`config.mk`:
```
export PLATFORM = sky130hd
export DESIGN_NAME = dmem_arbiter
export DESIGN_NICKNAME = d
export VERILOG_FILES = /design/src/rtl/dmem_arb_pkg.sv /design/src/rtl/dmem_arb_perf.sv /design/src/rtl/dmem_arbiter.sv
export SDC_FILE = /design/constraint.sdc
export NUM_CORES = 1
export LEC_CHECK = 0
export BUFFER_PORTS_ARGS = -buffer_cell sky130_fd_sc_hd__buf_2
export CORE_AREA = 2 2 142 144
export CTS_CLUSTER_SIZE = 12
export DETAILED_ROUTE_END_ITERATION = 10
export DIE_AREA = 0 0 144 146
export GPL_TIMING_DRIVEN = 1
export SYNTH_ARGS = -nofsm -noshare
export SYNTH_HDL_FRONTEND = slang
export SYNTH_SLANG_ARGS = --single-unit
```
`constraint.sdc`:
```
create_clock -name clk -period 3.24 [get_ports clk]
set_clock_uncertainty 0.05 [all_clocks]
set_input_delay 0.648 -clock clk [delete_from_list [all_inputs] [get_ports clk]]
set_output_delay 0.648 -clock clk [all_outputs]
set_load 0.005 [all_outputs]
```
`src/rtl/dmem_arb_pkg.sv`:
```
// Shared types and helpers for the data-RAM arbiter.
// The optional ARB_PERF_EN build uses sat_inc for its saturating counters.
package dmem_arb_pkg;

  localparam int PERF_W = 32;

  typedef enum logic [1:0] {IDLE, ISSUE, WAIT} state_t;
  typedef enum logic [1:0] {NONE, CPU, EXT} owner_t;

  function automatic logic [PERF_W-1:0] sat_inc(input logic [PERF_W-1:0] v);
    return (&v) ? v : v + 1'b1;
  endfunction

endpackage

```
`src/rtl/dmem_arb_perf.sv`:
```
// Saturating performance counters for dmem_arbiter.
// Compiled only when ARB_PERF_EN is defined.
`ifdef ARB_PERF_EN
module dmem_arb_perf
  import dmem_arb_pkg::*;
(
  input  logic              clk,
  input  logic              reset,
  input  logic              stall,
  input  logic              ext_grant,
  output logic [PERF_W-1:0] stall_cnt,
  output logic [PERF_W-1:0] ext_cnt
);

  always_ff @(posedge clk or negedge reset) begin
    if (!reset) begin
      stall_cnt <= '0;
      ext_cnt   <= '0;
    end else begin
      if (stall)     stall_cnt <= sat_inc(stall_cnt);
      if (ext_grant) ext_cnt   <= sat_inc(ext_cnt);
    end
  end

endmodule
`endif

```
`src/rtl/dmem_arbiter.sv`:
```
// Arbitrates the single-port data RAM between the CPU data port and one EXT requester.
// Optional ARB_PERF_EN adds stall / EXT-grant counters; otherwise perf ports read 0.
module dmem_arbiter
  import dmem_arb_pkg::*;
#(
  parameter int ADDR_W     = 32,
  parameter int DATA_W     = 32,
  parameter int RD_LAT     = 1,
  parameter int STARVE_MAX = 4
) (
  input  logic              clk,
  input  logic              reset,
  input  logic              cpu_req,
  input  logic              cpu_we,
  input  logic [ADDR_W-1:0] cpu_addr,
  input  logic [DATA_W-1:0] cpu_wdata,
  output logic [DATA_W-1:0] cpu_rdata,
  output logic              cpu_ack,
  output logic              cpu_stall,
  input  logic              ext_req,
  input  logic              ext_we,
  input  logic [ADDR_W-1:0] ext_addr,
  input  logic [DATA_W-1:0] ext_wdata,
  output logic [DATA_W-1:0] ext_rdata,
  output logic              ext_ack,
  output logic              mem_wren,
  output logic [ADDR_W-1:0] mem_addr,
  output logic [DATA_W-1:0] mem_data,
  input  logic [DATA_W-1:0] mem_q,
  output logic [PERF_W-1:0] perf_stall_cnt,
  output logic [PERF_W-1:0] perf_ext_cnt
);

  localparam int LAT_W    = (RD_LAT > 1) ? $clog2(RD_LAT) : 1;
  localparam int STARVE_W = $clog2(STARVE_MAX + 1);

  state_t              state, state_nx;
  owner_t              owner, owner_nx;
  logic                acc_we;
  logic [LAT_W-1:0]    lat_cnt;
  logic [STARVE_W-1:0] starve_cnt;
  logic [DATA_W-1:0]   cpu_rdata_r, ext_rdata_r;
  logic                grant_cpu, grant_ext, ack, rd_done;
  logic [ADDR_W-1:0]   sel_addr;
  logic [DATA_W-1:0]   sel_wdata;

  assign sel_addr  = (owner == EXT) ? ext_addr  : cpu_addr;
  assign sel_wdata = (owner == EXT) ? ext_wdata : cpu_wdata;

  always_comb begin
    state_nx  = state;
    owner_nx  = owner;
    grant_cpu = 1'b0;
    grant_ext = 1'b0;
    ack       = 1'b0;
    rd_done   = 1'b0;
    mem_wren  = 1'b0;
    mem_addr  = '0;
    mem_data  = '0;
    case (state)
      IDLE: begin
        // CPU has priority until EXT has waited STARVE_MAX cycles
        if (cpu_req && !(ext_req && starve_cnt == STARVE_W'(STARVE_MAX))) begin
          grant_cpu = 1'b1;
          owner_nx  = CPU;
          state_nx  = ISSUE;
        end else if (ext_req) begin
          grant_ext = 1'b1;
          owner_nx  = EXT;
          state_nx  = ISSUE;
        end
      end
      ISSUE: begin
        mem_addr = sel_addr;
        mem_data = sel_wdata;
        mem_wren = acc_we;
        if (acc_we) begin
          ack      = 1'b1;
          state_nx = IDLE;
          owner_nx = NONE;
        end else begin
          state_nx = WAIT;
        end
      end
      WAIT: begin
        mem_addr = sel_addr;
        if (lat_cnt == '0) begin
          ack      = 1'b1;
          rd_done  = 1'b1;
          state_nx = IDLE;
          owner_nx = NONE;
        end
      end
      default: begin
        state_nx = IDLE;
        owner_nx = NONE;
      end
    endcase
  end

  assign cpu_ack   = ack && (owner == CPU);
  assign ext_ack   = ack && (owner == EXT);
  assign cpu_stall = cpu_req && !cpu_ack;
  // read data appears in the ack cycle and is held afterwards
  assign cpu_rdata = (rd_done && owner == CPU) ? mem_q : cpu_rdata_r;
  assign ext_rdata = (rd_done && owner == EXT) ? mem_q : ext_rdata_r;

  always_ff @(posedge clk or negedge reset) begin
    if (!reset) begin
      state       <= IDLE;
      owner       <= NONE;
      acc_we      <= 1'b0;
      lat_cnt     <= '0;
      starve_cnt  <= '0;
      cpu_rdata_r <= '0;
      ext_rdata_r <= '0;
    end else begin
      state <= state_nx;
      owner <= owner_nx;
      // direction is latched at grant so a dropped request cannot corrupt it
      if (grant_cpu)      acc_we <= cpu_we;
      else if (grant_ext) acc_we <= ext_we;
      if (state == ISSUE)                     lat_cnt <= LAT_W'(RD_LAT - 1);
      else if (state == WAIT && lat_cnt != '0) lat_cnt <= lat_cnt - 1'b1;
      if (grant_ext)
        starve_cnt <= '0;
      else if (ext_req && owner != EXT && starve_cnt != STARVE_W'(STARVE_MAX))
        starve_cnt <= starve_cnt + 1'b1;
      if (rd_done && owner == CPU) cpu_rdata_r <= mem_q;
      if (rd_done && owner == EXT) ext_rdata_r <= mem_q;
    end
  end

`ifdef ARB_PERF_EN
  dmem_arb_perf u_perf (
    .clk       (clk),
    .reset     (reset),
    .stall     (cpu_stall),
    .ext_grant (grant_ext),
    .stall_cnt (perf_stall_cnt),
    .ext_cnt   (perf_ext_cnt)
  );
`else
  assign perf_stall_cnt = '0;
  assign perf_ext_cnt   = '0;
`endif

endmodule

```
==> results of run 1 <==
cells by family after synthesis:
logic type	Yosys count	share of synthesized area, %
AOI/OAI and AO/OA	81	13.3
adders and majority gates	5	1.38
buffers and inverters	97	14.7
DFF	73	40.2
muxes	64	15.9
other	1	0.0825
and+or+nand+nor	157	14.5
state kept, by name, summed over array words and instances (netlist names):
signal	count
starve_cnt	3
owner	2
ext_rdata_r	32
lat_cnt	1
cpu_rdata_r	32
state	2
acc_we	1
cell type report:
type	count	area [um^2]	share of cell area [%]
multi-input combinational	371	2290	36.0
sequential	73	1830	28.7
timing repair buffer	308	1590	25.1
tap	265	332	5.21
clock buffer	12	256	4.03
clock inverter	3	40.0	0.630
inverter	5	18.8	0.295
stage by stage:
stage	util, %	hold WS, ns
final	32.9	0.241
after global routing	32.9	0.287
after CTS	32.9	0.249
after detailed placement	31.4	0.415
after global placement	31.4	0.409
after floorplan	-	0.302
cells in the mapped netlist (2+ instances only):
cell      instances
buf_4            65
nor2b_1           3
dfrtp_1          73
nand2_1         132
buf_6             6
nor2_1            5
inv_1             5
clkbuf_1          9
nand2b_1          3
and2_1            3
a21boi_1         64
mux2_1           64
buf_2            12
nor2_4            2
a21oi_1           5
ha_1              5
final timing paths:
kind	from	endpoint	cells past startpoint
worst max-delay path	state[0]	cpu_rdata[5]	7
worst min-delay path	reset	cpu_rdata_r[18]	1
worst max register to register	state[0]	cpu_rdata_r[5]	6
worst min register to register	ext_rdata_r[24]	ext_rdata_r[24]	1
max in group asynchronous	reset	cpu_rdata_r[28]	2
min in group clk	ext_rdata_r[24]	ext_rdata_r[24]	1
power by group:
part           leakage [nW]  switching, mW  internal, mW
registers             0.916          0.113          1.35
clock network         0.148          0.359         0.631
logic                  2.47           1.40          1.35
per-layer routing:
metal / GRT usage [%] / share of wire [%]
met1: 16.1 / 41
met2: 21.1 / 49
met3: 3.32 / 7.8
met4: 4.07 / 1.7
met5: 0 / 0
==> summary.txt, run 1 <==
Outcome
  • Status: finished, final reports clean

Global route
  • Largest net degree at the start of global routing: 69
  • Initial antenna violation count: 0
  • Overflow after GRT: 0
  • Number of global-route vias before repair: 4,000
  • Overall global routing resource usage: 12.7%
  • First-pass GRT wire length: 21,100 um

Worst hold path
  • Worst Hold Class: in2async

Final layout
  • Most common cell after layout, fill and taps aside: buf_2
  • Nets: 939
  • Post-route cell area: 6360 um^2
  • Most frequent cells in the layout: 297 x buf_2, 132 x nand2_1, 73 x dfrtp_1
  • Syn-to-layout area delta: 39.9%
  • Number of diodes: 0
  • Final non-filler cell total: 1,037
  • Share of cells above drive strength 1: 42.4%
  • Fillers: 2,055

Clock tree
  • TritonCTS clock tree: done
  • Cts bufs inserted: 9
  • H-tree depth reported by CTS: 3
  • Clk slew on worst S/H paths: 0.06 ns
  • Post-CTS Setup Bufs: 0
  • Hold buffers post-CTS: 0
  • Worst-skew pair later-pin latency: 0.33 ns
  • Clock root buffer: clkbuf_16
  • CTS max path bufs: 2
  • Clock sinks: 73
  • Cts repair resizes: 0

Worst setup path
  • Critical Path AT: 2.26 ns
  • Max stage delay on crit path: 0.41 ns
  • Crit path required time: 2.54 ns
  • Crit start category: flip-flop
  • WP buf/inv: 3
  • Critical path's slowest cell: mux2_1
  • Critical path class: reg2out
  • Cell chain of the critical path: inv_1, ha_1, nand2b_1, nor2_4, buf_4, mux2_1, buf_2
  • Crit. End Element: primary output
  • Worst Path Max Fanout: 32
  • Crit-path leading delay family: buffers and inverters
  • Reg2reg setup slack: 1.28 ns

Floorplan
  • Die extent in y: 146 um
  • Initial Util: 23.5%
  • Placeable Area: 19,300 um^2
  • Die area: 21,000 um^2
  • Placement Rows: 51
  • Die Wd: 144 um
  • I/O pins: 362

Job
  • Max-cap violations: 0

Placement
  • DP Worst Slack: 0.614 ns
  • Count of buffers from port buffering: 297
  • Routability cong.: 0.847
  • Placed cells: 1,022
  • Hpwl dp: 11,100 um
  • Placed Instance Area: 6060 um^2

Power
  • Leak Pwr: 3.53 nW
  • PwrDens: 818 nW/um^2
  • Worst VDD drop: 432 uV
  • Power Total: 5.20 mW

STA
  • Relative slew slack: 54.1%
  • Final min period: 2.96 ns
  • Slew @ Worst Pin: 0.689 ns
  • Achievable frequency: 0.338 GHz
  • Worst setup margin: 0.284 ns
  • Total Neg Setup Slack: 0 ns
  • Final Hold Viols: 0
  • Final setup violation count: 0
  • Final Cycle Share: 91.2%
  • RSZ-0062 raised after global routing: no
  • Slew Viols, Final: 0

Detailed routing
  • Vias: 4,190
  • Vias per cell: 4.04
  • DR iter-0 viols: 194
  • Drt drc: 0
  • Antenna Nets Post-Route: 0
  • Routed length per placed instance: 13.2 um
  • Pre-Repair DR Iteration Count: 4
  • Routed wire length: 13,700 um

Logic synthesis
  • Ys async rst share: 100%
  • Ys Warns: 0
  • Synth top area share: 40.2%
  • Avg Inst Size Synth: 9.51 um^2
  • Area leader, netlist: dfrtp_1
  • Top cells by area, synth: dfrtp_1 40%, mux2_1 16%, nand2_1 11%
  • Post-Syn Instances: 478
  • Top_reg_cell synth: dfrtp_1
  • Netlist cell types: 38
  • Syn Std Cell Area: 4550 um^2
  • FF+latch count, synth: 73
  • Seq/Total Area, Yosys: 40.2%
  • EDFF count, synth: 0
(Power assumes the default switching activity.)
==> inputs of run 2 (changes only) <==
==> constraint.sdc (replaced) <==
create_clock -name clk -period 3.8 [get_ports clk]
set_clock_uncertainty 0.05 [all_clocks]
set_input_delay 0.76 -clock clk [delete_from_list [all_inputs] [get_ports clk]]
set_output_delay 0.76 -clock clk [all_outputs]
set_load 0.005 [all_outputs]
==> run 2 against run 1 <==
- clock-buffer cell count decreased by 1
- first-iteration DRC count is 14% higher
- die area unchanged
- sequential power down 14%
- critical path type unchanged
- routed wire length down 0.17%
- clock power fell by 3.3%
- sequential share of layout area decreased by 0.16 points
- final area rose by 0.57%
- hold slack better by 0.18 ns
- cell count down 0.39%
- worst setup slack better by 0.44 ns
==> summary.txt, run 2 (same netlist as run 1, synthesis figures left out) <==
Clock tree
  • H-tree depth reported by CTS: 3 (unchanged)
  • Clock sinks: 73 (unchanged)
  • CTS max path bufs: 2 (unchanged)
  • Cts repair resizes: 0 (unchanged)
  • Post-CTS Setup Bufs: 0 (unchanged)
  • Hold buffers post-CTS: 0 (unchanged)
  • Cts bufs inserted: 9 (unchanged)
  • TritonCTS clock tree: done
  • Clock root buffer: clkbuf_16
  • Clk slew on worst S/H paths: 0.06 ns (about the same)
  • Worst-skew pair later-pin latency: 0.33 ns (about the same)

STA
  • Final setup violation count: 0 (unchanged)
  • Relative slew slack: 38.7% (-15 points)
  • Final Hold Viols: 0 (unchanged)
  • RSZ-0062 raised after global routing: no
  • Slew Viols, Final: 0 (unchanged)
  • Slew @ Worst Pin: 0.919 ns (+0.230 ns)
  • WHS: 0.423 ns (+0.182 ns)
  • Final Cycle Share: 80.9%
  • Achievable frequency: 0.325 GHz
  • Final min period: 3.07 ns
  • Total Neg Setup Slack: 0 ns (unchanged)

Final layout
  • Most common cell after layout, fill and taps aside: buf_2
  • Final Util: 33.1% (+0.19 points)
  • Number of diodes: 0 (unchanged)
  • Top Registers: cpu_rdata_r x32, ext_rdata_r x32, starve_cnt x3
  • Share of cells above drive strength 1: 42.1% (-0.30 points)
  • Most frequent cells in the layout: 297 x buf_2, 132 x nand2_1, 73 x dfrtp_1
  • Fillers: 2,043 (-0.58%)
  • Syn-to-layout area delta: 40.7%
  • Nets: 934 (-0.53%)
  • Final non-filler cell total: 1,033 (-0.39%)

Power
  • Power Total: 4.53 mW (-13%)
  • PwrDens: 709 nW/um^2 (-13%)
  • Worst VDD drop: 208 uV (-52%)
  • Leak Pwr: 3.53 nW (-0.10%)

Worst setup path
  • Crit. End Element: primary output
  • Critical Path AT: 2.26 ns (about the same)
  • Cell chain of the critical path: inv_1, ha_1, o21ai_1, o21a_1, buf_2
  • Crit start category: flip-flop
  • Crit path required time: 2.99 ns (+0.45 ns)
  • Crit-path leading delay family: adder cells
  • WP buf/inv: 2 (-1)
  • Critical path class: reg2out
  • Max stage delay on crit path: 0.87 ns (+0.46 ns)
  • Worst Path Max Fanout: 33 (+3.1%)
  • Critical path's slowest cell: ha_1

Placement
  • Routability cong.: 0.832 (-1.8%)
  • Count of buffers from port buffering: 297 (unchanged)
  • Hpwl dp: 10,800 um (-2.4%)
  • Placed cells: 1,017 (-0.49%)

Detailed routing
  • Routed length per placed instance: 13.3 um (+0.22%)
  • Antenna Nets Post-Route: 0 (unchanged)
  • Drt drc: 0 (unchanged)
  • Vias: 4,202 (+0.29%)
  • Pre-Repair DR Iteration Count: 4 (unchanged)
  • DR iter-0 viols: 221 (+14%)
  • Routed wire length: 13,700 um (-0.17%)
  • Vias per cell: 4.07 (+0.67%)

Floorplan
  • Die area: 21,000 um^2 (unchanged)
  • Die extent in y: 146 um (unchanged)
  • Placement Rows: 51 (unchanged)
  • Die Wd: 144 um (unchanged)
  • I/O pins: 362 (unchanged)
  • Placeable Area: 19,300 um^2 (unchanged)
  • Initial Util: 23.5% (unchanged)

Global route
  • Overall global routing resource usage: 12.5% (-0.20 points)
  • Largest net degree at the start of global routing: 74 (+7.2%)
  • Grt met1 use: 15.9% (-0.18 points)
  • Overflow after GRT: 0 (unchanged)
  • Initial antenna violation count: 0 (unchanged)
  • First-pass GRT wire length: 20,600 um (-2.2%)
  • Most crowded layer after global routing: met2
  • Grt met2 use: 21.1% (+0.048 points)
  • M3 GR Usage: 3.16% (-0.16 points)
  • Number of global-route vias before repair: 3,915 (-2.1%)

Worst hold path
  • Worst Hold Class: reg2reg

Outcome
  • Status: finished, final reports clean

Job
  • Max-cap violations: 0 (unchanged)
[run 2: cell count changes in the layout (fill, tap and decap cells not counted), sizes merged]
cell	before	now
buf	308	303
clkinv	2	1
clkinvlp	0	1
bufinv	1	3
clkbuf	12	11
[run 2: power breakdown]
group | total (mW) | leakage (nW) | internal (mW) | switching [mW]
sequential | 1.25 | 0.916 | 1.15 | 0.0985
clock | 0.957 | 0.166 | 0.657 | 0.300
combinational | 2.33 | 2.45 | 1.13 | 1.20
[run 2: through the flow]
step / setup slack (ns) / cell area [um^2]
final: 0.727 / 6390
after global routing: 0.432 / 6390
after CTS: 0.672 / 6390
after detailed placement: 1.06 / 6050
after global placement: 1.05 / 6050
after floorplan: 1.50 / 4780
[run 2: per-layer routing]
metal  part of all wire (%)  vias to the layer above
met5                      0                        -
met4                    1.2                        0
met3                    7.4                       17
met2                     50                      196
met1                     42                     1955
li1                       -                     2034
[run 2: area by class of cell]
cell class                 count  area (um^2)  area share (%)
multi-input combinational    371         2290            35.8
tap                          265          332            5.18
clock buffer                  11          243            3.80
clock inverter                 5          103            1.60
timing repair buffer         303         1580            24.7
inverter                       5         18.8           0.293
sequential                    73         1830            28.6
[run 2: final timing paths]
| kind | startpoint | to | slack (ns) | cells after the start |
|---|---|---|---|---|
| max | state[1] | cpu_stall | 0.73 | 5 |
| min | cpu_rdata_r[24] | cpu_rdata_r[24] | 0.42 | 1 |
| max reg2reg | state[0] | cpu_rdata_r[27] | 1.99 | 6 |
| min reg2reg | cpu_rdata_r[24] | cpu_rdata_r[24] | 0.42 | 1 |
| max in group asynchronous | reset | cpu_rdata_r[27] | 2.50 | 2 |
| min in group asynchronous | reset | cpu_rdata_r[15] | 0.60 | 2 |
[run 2: worst reg2reg max path, delay by kind of cell, from the launching register on]
| family | cells | cell delay (ns) |
|---|---|---|
| simple gates | 2 | 0.31 |
| mux | 1 | 0.39 |
| flops | 1 | 0.39 |
| fa+ha+maj | 1 | 0.22 |
| buf+inv | 2 | 0.32 |
==> inputs of run 3 (changes only) <==
==> constraint.sdc (replaced) <==
create_clock -name clk -period 2.47 [get_ports clk]
set_clock_uncertainty 0.05 [all_clocks]
set_input_delay 0.494 -clock clk [delete_from_list [all_inputs] [get_ports clk]]
set_output_delay 0.494 -clock clk [all_outputs]
set_load 0.005 [all_outputs]
==> run 3 against run 2 <==
- hold slack worse by 0.35 ns
- critical path depth up 3
- final area up 7.9%
- first-iteration DRC count down 29%
- global-route usage up 0.84 points
- register-to-register slack worse by 1.3 ns
- non-clock buffer count up 13
- critical endpoint is now cpu_rdata[25]
- total power up 76%
- via count up 2.0%
==> summary.txt, run 3 (same netlist as run 1, synthesis figures left out) <==
Outcome
  • Status: finished, final reports clean

Final layout
  • Fillers: 1,981 (-3.0%)
  • Top Registers: cpu_rdata_r x32, ext_rdata_r x32, starve_cnt x3
  • Syn-to-layout area delta: 51.8%
  • Most common cell after layout, fill and taps aside: buf_2
  • Nets: 947 (+1.4%)
  • Share of cells above drive strength 1: 48.7% (+6.6 points)
  • Final Util: 35.7% (+2.6 points)
  • Number of diodes: 0 (unchanged)
  • Area of the multi-input gates: 2430 um^2 (+6.0%)
  • Most frequent cells in the layout: 273 x buf_2, 132 x nand2_1, 73 x dfrtp_1, 64 x conb_1, 63 x a21boi_1
  • Register Area: 1830 um^2 (unchanged)

Power
  • Leak Pwr: 3.74 nW (+5.9%)
  • Sw Share: 33.5% (-1.8 points)
  • PwrDens: 1160 nW/um^2 (+63%)
  • Combinational share of power: 55.3% (+3.9 points)
  • Switch Pwr: 2.67 mW (+67%)
  • Power Total: 7.97 mW (+76%)
  • Clk network pwr share: 20.3% (-0.8 points)
  • Sequential share of power: 24.4% (-3.1 points)
  • Internal power: 5.30 mW (+81%)
  • Worst VDD drop: 392 uV (+89%)

Placement
  • Count of buffers from port buffering: 297 (unchanged)
  • Routability cong.: 0.814 (-2.1%)
  • DP Worst Slack: 0.170 ns (-0.888 ns)
  • Hpwl dp: 11,100 um (+2.5%)

Global route
  • Overall global routing resource usage: 13.4% (+0.84 points)
  • Initial antenna violation count: 0 (unchanged)
  • Overflow after GRT: 0 (unchanged)
  • First-pass GRT wire length: 21,900 um (+6.1%)
  • Number of global-route vias before repair: 4,082 (+4.3%)
  • Largest net degree at the start of global routing: 69 (-6.8%)

Detailed routing
  • DR iter-0 viols: 158 (-29%)
  • Routed wire length: 14,900 um (+8.5%)
  • Vias: 4,287 (+2.0%)
  • Pre-Repair DR Iteration Count: 5 (+1)
  • Antenna Nets Post-Route: 0 (unchanged)
  • Drt drc: 0 (unchanged)
  • Vias per cell: 4.10 (+0.75%)
  • Routed length per placed instance: 14.2 um (+7.1%)

STA
  • Final setup violation count: 0 (unchanged)
  • WHS: 0.0730 ns (-0.350 ns)
  • Relative slew slack: 66.3% (+28 points)
  • Final Hold Viols: 0 (unchanged)
  • Achievable frequency: 0.407 GHz
  • Slew @ Worst Pin: 0.506 ns (-0.413 ns)
  • Worst setup margin: 0.0120 ns (-0.715 ns)
  • Total Neg Setup Slack: 0 ns (unchanged)
  • Final min period: 2.46 ns
  • Final Cycle Share: 99.5%
  • RSZ-0062 raised after global routing: yes
  • Slew Viols, Final: 0 (unchanged)

Floorplan
  • I/O pins: 362 (unchanged)
  • Die Wd: 144 um (unchanged)
  • Die area: 21,000 um^2 (unchanged)
  • Placeable Area: 19,300 um^2 (unchanged)
  • Placement Rows: 51 (unchanged)
  • Die extent in y: 146 um (unchanged)
  • Initial Util: 23.5% (unchanged)

Clock tree
  • Hold buffers post-CTS: 0 (unchanged)
  • Worst-skew pair later-pin latency: 0.33 ns (about the same)
  • CTS max path bufs: 2 (unchanged)
  • Clk slew on worst S/H paths: 0.05 ns (about the same)
  • Cts bufs inserted: 9 (unchanged)
  • TritonCTS clock tree: done
  • H-tree depth reported by CTS: 3 (unchanged)
  • Clock root buffer: clkbuf_16
  • Clock sinks: 73 (unchanged)

Worst setup path
  • Crit path required time: 1.93 ns (-1.06 ns)
  • WP buf/inv: 4 (+2)
  • Worst Path Max Fanout: 8 (-76%)
  • Critical Path AT: 1.91 ns (-0.35 ns)
  • Crit start category: flip-flop
  • Critical path class: reg2out
  • Max stage delay on crit path: 0.38 ns (-0.49 ns)
  • Critical path's slowest cell: dfrtp_1
  • Cell chain of the critical path: inv_2, ha_4, nand2b_4, nor2_4, buf_12, clkbuf_16, mux2_4, buf_6
  • Crit. End Element: primary output
  • Crit-path leading delay family: buffers and inverters

Job
  • Max-cap violations: 0 (unchanged)

Worst hold path
  • Worst Hold Class: in2async
==> run 3: final timing paths <==
check	start	endpoint	slack, ns	cells past startpoint
worst max-delay path	state[0]	cpu_rdata[25]	0.01	8
worst min-delay path	reset	cpu_rdata_r[17]	0.07	1
worst max register to register	state[1]	owner[0]	0.71	6
worst min register to register	ext_rdata_r[19]	ext_rdata_r[19]	0.43	1
max in group asynchronous	reset	ext_rdata_r[29]	1.63	2
min in group clk	mem_q[19]	ext_rdata_r[19]	0.37	2
==> run 3: cell type report <==
type	count	share of cell area, %
clock inverter	5	1.81
clock buffer	11	3.66
timing repair buffer	316	27.8
tap	265	4.81
sequential	73	26.5
inverter	5	0.272
multi-input combinational	371	35.2
==> run 3: power groups by stage <==
stage	sequential (mW)	clock, mW	combinational [mW]
2_1_floorplan	1.89	0	2.10
3_3_place_gp	1.92	0	3.68
3_5_place_dp	1.95	0	3.71
4_1_cts	1.93	1.66	3.83
5_1_grt	2.01	1.72	4.82
6_report	1.95	1.62	4.41
==> run 3: timing repair <==
item | CTS | global route
setup buffers | 3 | 5
hold endpoints to repair | 0 | 0
gates resized for setup | 8 | 71
endpoints found under the setup margin | 74 | 77
cloned | 2 | 1
pin swaps | 1 | 1
==> run 3: per-stage QoR <==
step           instances  cell area [um^2]
4_1_cts             1041              6590
3_3_place_gp        1020              6100
5_1_grt             1046              6900
6_report            1046              6900
2_1_floorplan        541              4780
3_5_place_dp        1020              6100
==> run 3: worst reg2reg max path, cell delays in order (launching register included) <==
cell	delay, ns
dfrtp_1	0.41
inv_1	0.14
ha_1	0.26
buf_12	0.20
nor2b_1	0.24
nor2_1	0.12
a41o_1	0.24
==> run 3: layer usage <==
metal / up-vias / global-route usage [%] / part of all wire, %
li1: 2062 / - / -
met1: 2018 / 16.5 / 41
met2: 198 / 23.1 / 52
met3: 9 / 3.22 / 6.4
met4: 0 / 3.68 / 1.1
met5: - / 0 / 0
